**src/rtl/lsu_if.sv**
```systemverilog
// lsu_if -- memory-side bus between the LSU and the data memory/fabric.
//   master (LSU)  : drives bus_req/bus_write/bus_addr/bus_wdata/bus_byteen,
//                   receives bus_ready/bus_rvalid/bus_rdata.
//   slave (memory): the mirror image.
interface lsu_if;
  logic        bus_req;
  logic        bus_write;
  logic [31:0] bus_addr;
  logic [31:0] bus_wdata;
  logic [3:0]  bus_byteen;
  logic        bus_ready;
  logic        bus_rvalid;
  logic [31:0] bus_rdata;

  modport master (
    output bus_req, bus_write, bus_addr, bus_wdata, bus_byteen,
    input  bus_ready, bus_rvalid, bus_rdata
  );

  modport slave (
    input  bus_req, bus_write, bus_addr, bus_wdata, bus_byteen,
    output bus_ready, bus_rvalid, bus_rdata
  );
endinterface

```
**src/rtl/lsu.sv**
```systemverilog
// lsu -- load/store unit. Captures one aligned load/store from execute,
// issues it on the memory bus one cycle later, and for loads formats the
// returned word into lsu_readdata.
// Ports:
//   clk, rst                      clock, synchronous active-high reset
//   lsu_mem_read/lsu_mem_write    request from execute
//   lsu_mem_opcode[2:0]           [1:0] size (00 B, 01 H, 1x W), [2] zero-extend
//   lsu_address, lsu_writedata    byte address, right-aligned store data
//   lsu_ex_stall, lsu_flush       block capture of the execute request
//   lsu_exception_*_misaligned    combinational misalignment flags
//   lsu_stall                     access in flight, pipeline holds
//   lsu_readdata                  formatted load result (held until next load)
//   bus                           memory bus (lsu_if.master)
module lsu (
  input  logic        clk,
  input  logic        rst,
  input  logic        lsu_mem_read,
  input  logic        lsu_mem_write,
  input  logic [2:0]  lsu_mem_opcode,
  input  logic [31:0] lsu_address,
  input  logic [31:0] lsu_writedata,
  input  logic        lsu_ex_stall,
  input  logic        lsu_flush,
  output logic        lsu_exception_load_addr_misaligned,
  output logic        lsu_exception_store_addr_misaligned,
  output logic        lsu_stall,
  output logic [31:0] lsu_readdata,
  lsu_if.master       bus
);

  typedef enum logic [1:0] {S_IDLE, S_REQ, S_RDATA} state_t;

  state_t      state_q;
  logic        write_q;
  logic [31:0] addr_q;
  logic [1:0]  off_q;
  logic [2:0]  op_q;
  logic [3:0]  byteen_q;
  logic [31:0] wdata_q;
  logic [31:0] readdata_q;

  logic        misaligned;
  logic        capture;
  logic [3:0]  byteen_d;
  logic [31:0] wdata_d;
  logic [31:0] lane;
  logic [31:0] readdata_d;

  // Half needs addr[0]=0; word (size 10 or 11) needs addr[1:0]=0.
  assign misaligned = ((lsu_mem_opcode[1:0] == 2'b01) & lsu_address[0]) |
                      (lsu_mem_opcode[1] & (|lsu_address[1:0]));

  assign lsu_exception_load_addr_misaligned  = lsu_mem_read  & misaligned;
  assign lsu_exception_store_addr_misaligned = lsu_mem_write & misaligned;

  assign capture = (lsu_mem_read | lsu_mem_write) & ~misaligned &
                   ~lsu_ex_stall & ~lsu_flush;

  always_comb begin
    byteen_d = 4'b1111;
    wdata_d  = lsu_writedata;
    case (lsu_mem_opcode[1:0])
      2'b00: begin
        byteen_d = 4'b0001 << lsu_address[1:0];
        wdata_d  = {4{lsu_writedata[7:0]}};
      end
      2'b01: begin
        byteen_d = 4'b0011 << {lsu_address[1], 1'b0};
        wdata_d  = {2{lsu_writedata[15:0]}};
      end
      default: ;
    endcase
  end

  // Bring the addressed lane down to bit 0; halfwords are 2-aligned so the
  // same byte-offset shift works for both sizes.
  assign lane = bus.bus_rdata >> {off_q, 3'b000};

  always_comb begin
    readdata_d = bus.bus_rdata;
    case (op_q[1:0])
      2'b00:   readdata_d = {{24{~op_q[2] & lane[7]}},  lane[7:0]};
      2'b01:   readdata_d = {{16{~op_q[2] & lane[15]}}, lane[15:0]};
      default: ;
    endcase
  end

  // Captured request is frozen in *_q, so the bus fields stay stable
  // through REQ regardless of what execute does meanwhile.
  always_ff @(posedge clk) begin
    if (rst) begin
      state_q    <= S_IDLE;
      write_q    <= 1'b0;
      addr_q     <= '0;
      off_q      <= '0;
      op_q       <= '0;
      byteen_q   <= '0;
      wdata_q    <= '0;
      readdata_q <= '0;
    end else begin
      case (state_q)
        S_IDLE: if (capture) begin
          state_q  <= S_REQ;
          write_q  <= lsu_mem_write;
          addr_q   <= {lsu_address[31:2], 2'b00};
          off_q    <= lsu_address[1:0];
          op_q     <= lsu_mem_opcode;
          byteen_q <= byteen_d;
          wdata_q  <= wdata_d;
        end
        S_REQ: if (bus.bus_ready)
          state_q <= write_q ? S_IDLE : S_RDATA;
        S_RDATA: if (bus.bus_rvalid) begin
          state_q    <= S_IDLE;
          readdata_q <= readdata_d;
        end
        default: state_q <= S_IDLE;
      endcase
    end
  end

  assign lsu_stall      = (state_q != S_IDLE);
  assign lsu_readdata   = readdata_q;
  assign bus.bus_req    = (state_q == S_REQ);
  assign bus.bus_write  = write_q;
  assign bus.bus_addr   = addr_q;
  assign bus.bus_wdata  = wdata_q;
  assign bus.bus_byteen = byteen_q;

endmodule

```
**src/flat_wrapper.sv**
```systemverilog
// flat-port wrapper written by rule: the top's interface ports become plain ports
module lsu_flat 
  (clk, rst, lsu_mem_read, lsu_mem_write, lsu_mem_opcode, lsu_address, lsu_writedata, lsu_ex_stall, lsu_flush, lsu_exception_load_addr_misaligned, lsu_exception_store_addr_misaligned, lsu_stall, lsu_readdata, bus_bus_req, bus_bus_write, bus_bus_addr, bus_bus_wdata, bus_bus_byteen, bus_bus_ready, bus_bus_rvalid, bus_bus_rdata);
  lsu_if bus_i ();
  input  logic clk;
  input  logic rst;
  input  logic lsu_mem_read;
  input  logic lsu_mem_write;
  input  logic [2:0] lsu_mem_opcode;
  input  logic [31:0] lsu_address;
  input  logic [31:0] lsu_writedata;
  input  logic lsu_ex_stall;
  input  logic lsu_flush;
  output logic lsu_exception_load_addr_misaligned;
  output logic lsu_exception_store_addr_misaligned;
  output logic lsu_stall;
  output logic [31:0] lsu_readdata;
  output wire logic [$bits(bus_i.bus_req)-1:0] bus_bus_req;
  output wire logic [$bits(bus_i.bus_write)-1:0] bus_bus_write;
  output wire logic [$bits(bus_i.bus_addr)-1:0] bus_bus_addr;
  output wire logic [$bits(bus_i.bus_wdata)-1:0] bus_bus_wdata;
  output wire logic [$bits(bus_i.bus_byteen)-1:0] bus_bus_byteen;
  input wire logic [$bits(bus_i.bus_ready)-1:0] bus_bus_ready;
  input wire logic [$bits(bus_i.bus_rvalid)-1:0] bus_bus_rvalid;
  input wire logic [$bits(bus_i.bus_rdata)-1:0] bus_bus_rdata;
  assign bus_bus_req = bus_i.bus_req;
  assign bus_bus_write = bus_i.bus_write;
  assign bus_bus_addr = bus_i.bus_addr;
  assign bus_bus_wdata = bus_i.bus_wdata;
  assign bus_bus_byteen = bus_i.bus_byteen;
  assign bus_i.bus_ready = bus_bus_ready;
  assign bus_i.bus_rvalid = bus_bus_rvalid;
  assign bus_i.bus_rdata = bus_bus_rdata;
  lsu u_core (.clk(clk), .rst(rst), .lsu_mem_read(lsu_mem_read), .lsu_mem_write(lsu_mem_write), .lsu_mem_opcode(lsu_mem_opcode), .lsu_address(lsu_address), .lsu_writedata(lsu_writedata), .lsu_ex_stall(lsu_ex_stall), .lsu_flush(lsu_flush), .lsu_exception_load_addr_misaligned(lsu_exception_load_addr_misaligned), .lsu_exception_store_addr_misaligned(lsu_exception_store_addr_misaligned), .lsu_stall(lsu_stall), .lsu_readdata(lsu_readdata), .bus(bus_i));
endmodule
```
**config.mk**
```make
export PLATFORM = sky130hd
export DESIGN_NAME = lsu_flat
export DESIGN_NICKNAME = d
export VERILOG_FILES = /design/src/rtl/lsu_if.sv /design/src/rtl/lsu.sv /design/src/flat_wrapper.sv
export SDC_FILE = /design/constraint.sdc
export NUM_CORES = 1
export LEC_CHECK = 0
export ABC_AREA = 1
export CELL_PAD_IN_SITES_DETAIL_PLACEMENT = 0
export CELL_PAD_IN_SITES_GLOBAL_PLACEMENT = 1
export CORE_UTILIZATION = 26
export DETAILED_ROUTE_END_ITERATION = 10
export PLACE_DENSITY = 0.8
export SYNTH_ARGS = -nofsm -noshare
export SYNTH_HDL_FRONTEND = slang
export SYNTH_SLANG_ARGS = --single-unit
export TNS_END_PERCENT = 10
```
**constraint.sdc**
```tcl
create_clock -name clk -period 1.48 [get_ports clk]
set_clock_uncertainty 0.15 [all_clocks]
set_input_delay 0.296 -clock clk [delete_from_list [all_inputs] [get_ports clk]]
set_output_delay 0.296 -clock clk [all_outputs]
set_load 0.02 [all_outputs]
```
==> results by group, run 1 <==
Worst setup path
  • R2r setup slk: 0.001 ns
  • Cell Chain, Critical Path: nor2_4 > buf_6 > nand3_4 > clkinv_4 > buf_8 > clkbuf_16 > nand2_1 > a21oi_2
  • WP data arrival: 1.62 ns
  • R2R cell count: 8
  • CP max stage delay: 0.37 ns
  • Max Fanout on Critical Path: 5
  • CP Depth: 8
  • Crit-path slowest cell: dfxtp_4
  • Worst Path Required: 1.62 ns
  • R2R Path Start: u_core.state_q[1]$_SDFFE_PP0P_
  • Crit path buffers/inverters: 4
  • CP Class: flip-flop to flip-flop
  • Critical path launch point type: flip-flop
  • FF-to-FF End: u_core.bus.bus_wdata[11]$_SDFFE_PP0P_
  • Worst Setup End Kind: flip-flop
  • Cell family with most CP delay: buffers and inverters

Logic synthesis
  • Post-synthesis mux area share: 0%
  • Post-synthesis area per instance: 6.68 sq um
  • Largest family of logic cells by synthesized area: simple AND/OR/NAND/NOR gates
  • Post-Syn Area: 0.00494 sq mm
  • Seq/Total Area, Yosys: 42.9%
  • Top post-synthesis cells by area: dfxtp_1 43%, nand2_1 22%, a21oi_1 11%
  • Synth Area in Simple Gates: 27.8%
  • Warnings, synthesis: 0
  • Synth Area in Adders: 0%
  • Netlist cell types: 24
  • Synth top area share: 42.9%
  • Post-synthesis register bit count: 106
  • Post-synth top area cell: dfxtp_1
  • XOR/XNOR share of the synthesized area: 0%
  • Syn Inst Count: 740
  • Synth Area in Compound Gates: 19.5%

Floorplan
  • Std-Cell Rows: 50
  • Die X: 140 um
  • CORE AREA: 0.0186 sq mm
  • Die area: 0.0196 sq mm
  • Initial Utilization: 26.5%
  • DIE HEIGHT: 140 um
  • # IOs: 212

Pwr
  • Leakage: 3.61 nW
  • PwrDens: 854 mW/mm^2
  • Total power: 7.04 mW
  • Peak supply drop: 0.518 mV

Placement
  • Hpwl dp: 12500 um
  • Gpl congestion: 0.810
  • Placed Area: 0.00760 sq mm
  • # port buffers: 209

Global routing
  • Vias in the first global route: 5419
  • Largest net degree at the start of global routing: 60
  • Total global routing overflow: 0
  • Tot GR Track Use: 19.2%
  • Initial antenna violation count: 0
  • First-pass GRT wire length: 29400 um

Route
  • Routed Wire Length: 19000 um
  • # DRC: 0
  • Wirelength per Cell: 15.5 um
  • Pre-antenna DRT Iters: 4
  • DR vias/cell: 4.58
  • Routed Antenna Nets: 0
  • Starting DRT DRC Count: 259
  • Vias: 5613

Min path
  • Hold Crit Class: input port to flip-flop
  • Hold_sp: rst
  • Worst hold path depth: 3
  • WHS Endpoint: u_core.state_q[0]$_SDFFE_PP0P_

Clock tree
  • # clock sinks: 106
  • CTS Buf Count: 9
  • Worst-Skew Late Latency: 0.35 ns
  • CTS Root Cell: clkbuf_16
  • Clock slew at reported path FFs: 0.07 ns
  • CTS tree: built
  • H-tree Lvls: 3
  • CTS max path bufs: 2

STA
  • F_max: 676 MHz
  • Crit path time final: 1.48 ns
  • Fin crit share: 99.9%
  • Fin. Hold Viols: 0
  • Setup-failing EPs final: 0
  • Slew Viols, Final: 0
  • RSZ-0062 raised after global routing: true

Outcome
  • Status: completed

Layout
  • Layout Utilization: 44.2%
  • Fin nets: 1093
  • ANT cells: 0
  • Area growth syn-to-layout: 66.9%
  • Layout cells sized above 1: 21.5%
  • Final instance area: 0.00825 sq mm

Run
  • Max-cap viol count: 0
==> cell usage after synthesis <==
master    count
nand2_1     286
a21oi_1     113
dfxtp_1     106
inv_1        59
o21ai_0      41
nand3_1      40
buf_2        20
clkbuf_1     20
o21a_1       18
buf_4         9
nor2_1        9
o211ai_1      5
nand3_2       3
a211oi_1      1
clkinv_1      1
clkinv_2      1
conb_1        1
inv_2         1
nand3_4       1
nand3b_1      1
nor2_2        1
nor3_1        1
o21ai_1       1
o21ai_2       1
==> state kept, by name, summed over array words and instances (netlist names) <==
name                   count
u_core.bus.bus_wdata      32
u_core.lsu_readdata       32
u_core.bus.bus_addr       30
u_core.bus.bus_byteen      4
u_core.op_q                3
u_core.off_q               2
u_core.state_q             2
u_core.bus.bus_write       1
==> worst max path at each step <==
stage,start,endpoint,slack (ns)
CTS,u_core.state_q[0]$_SDFFE_PP0P_,bus_bus_req,-0.04
floorplan,u_core.off_q[0]$_SDFFE_PP0P_,u_core.lsu_readdata[29]$_SDFFE_PP0P_,0.03
global route,u_core.state_q[1]$_SDFFE_PP0P_,u_core.op_q[2]$_SDFFE_PP0P_,-0.05
finish,u_core.state_q[1]$_SDFFE_PP0P_,u_core.bus.bus_wdata[11]$_SDFFE_PP0P_,0.001
global placement,lsu_mem_opcode[1],u_core.bus.bus_wdata[30]$_SDFFE_PP0P_,-0.91
detailed placement,lsu_mem_opcode[1],u_core.bus.bus_wdata[28]$_SDFFE_PP0P_,-0.98
==> metrics by stage <==
stage | setup slack, ns | setup TNS (ns) | hold slack (ns) | instances
after detailed placement | -0.981 | -61.22 | 0.305 | 1189
after global routing | -0.0533 | -1.20 | 0.192 | 1225
after floorplan | 0.0324 | 0 | 0.289 | 741
after CTS | -0.0356 | -0.0572 | 0.147 | 1217
final | 0.00109 | 0 | 0.159 | 1225
after global placement | -0.910 | -59.74 | 0.301 | 1189
==> repair_timing <==
item | 4_1_cts | 5_1_grt
gates cloned | 5 | 6
endpoints found under the setup margin | 184 | 145
buffers inserted | 7 | 3
resized for setup | 279 | 110
hold buffers | 0 | 0
pin swaps | 8 | 12
==> metal layers <==
layer / GRT usage, % / up-vias / share of wire, %
met5: 0 / - / 0
met4: 7.23 / 0 / 2.0
met3: 6.13 / 22 / 8.2
met2: 31.0 / 194 / 46
met1: 23.8 / 2533 / 44
li1: - / 2864 / -
==> report_power, final <==
part           internal, mW  switching [mW]  total [mW]
clock network          1.55            1.19        2.74
logic                 0.649           0.666        1.32
registers              2.93          0.0495        2.98
==> worst min-delay path, stage by stage <==
cell    delay, ns
buf_2        0.12
inv_1        0.09
o21a_1       0.12
==> final cells by class <==
cell class / instances / area, sq um
Fill cell: 1967 / 10400
Timing Repair Buffer: 283 / 2790
Sequential cell: 106 / 2130
Inverter: 62 / 243
Tap cell: 234 / 293
Clock buffer: 10 / 239
Clock inverter: 6 / 95.1
Multi-Input combinational cell: 524 / 2450
==> placed cells by master, fill, tap and decap left out, types with 3 or more instances in the layout <==
| cell | n |
|---|---|
| dfxtp_1 | 103 |
| nand2_1 | 277 |
| nand2_2 | 8 |
| clkbuf_2 | 43 |
| o21ai_1 | 10 |
| a21oi_1 | 101 |
| o21ai_0 | 32 |
| clkdlybuf4s15_1 | 24 |
| nor2_1 | 5 |
| clkinv_4 | 3 |
| nand3_1 | 40 |
| inv_6 | 3 |
| dlymetal6s2s_1 | 4 |
| dlygate4sd2_1 | 4 |
| buf_2 | 7 |
| buf_12 | 11 |
| clkdlybuf4s15_2 | 30 |
| inv_1 | 56 |
| o21a_1 | 18 |
| buf_4 | 45 |
| nor2_2 | 3 |
| inv_2 | 3 |
| buf_16 | 4 |
| clkdlybuf4s50_1 | 93 |
| buf_6 | 11 |
| o211ai_1 | 5 |
| a21oi_2 | 12 |
| clkbuf_16 | 14 |
==> kinds of logic after synthesis <==
group	count (synthesis)
and+or+nand+nor	342
other	1
AOI/OAI and AO/OA	180
buffers and inverters	111
DFF	106
No activity file was read; power rests on OpenSTA's default activity.
==> inputs of run 2 (changes only) <==
CTS_CLUSTER_DIAMETER = 30   (was default)
==> results of run 2 <==
Same layout as run 1: the final DEF is identical, and so are final timing and power.
==> inputs of run 3 (changes only) <==
CAP_MARGIN = 0   (was default)
==> results of run 3 <==
Same layout as run 1: the final DEF is identical, and so are final timing and power.
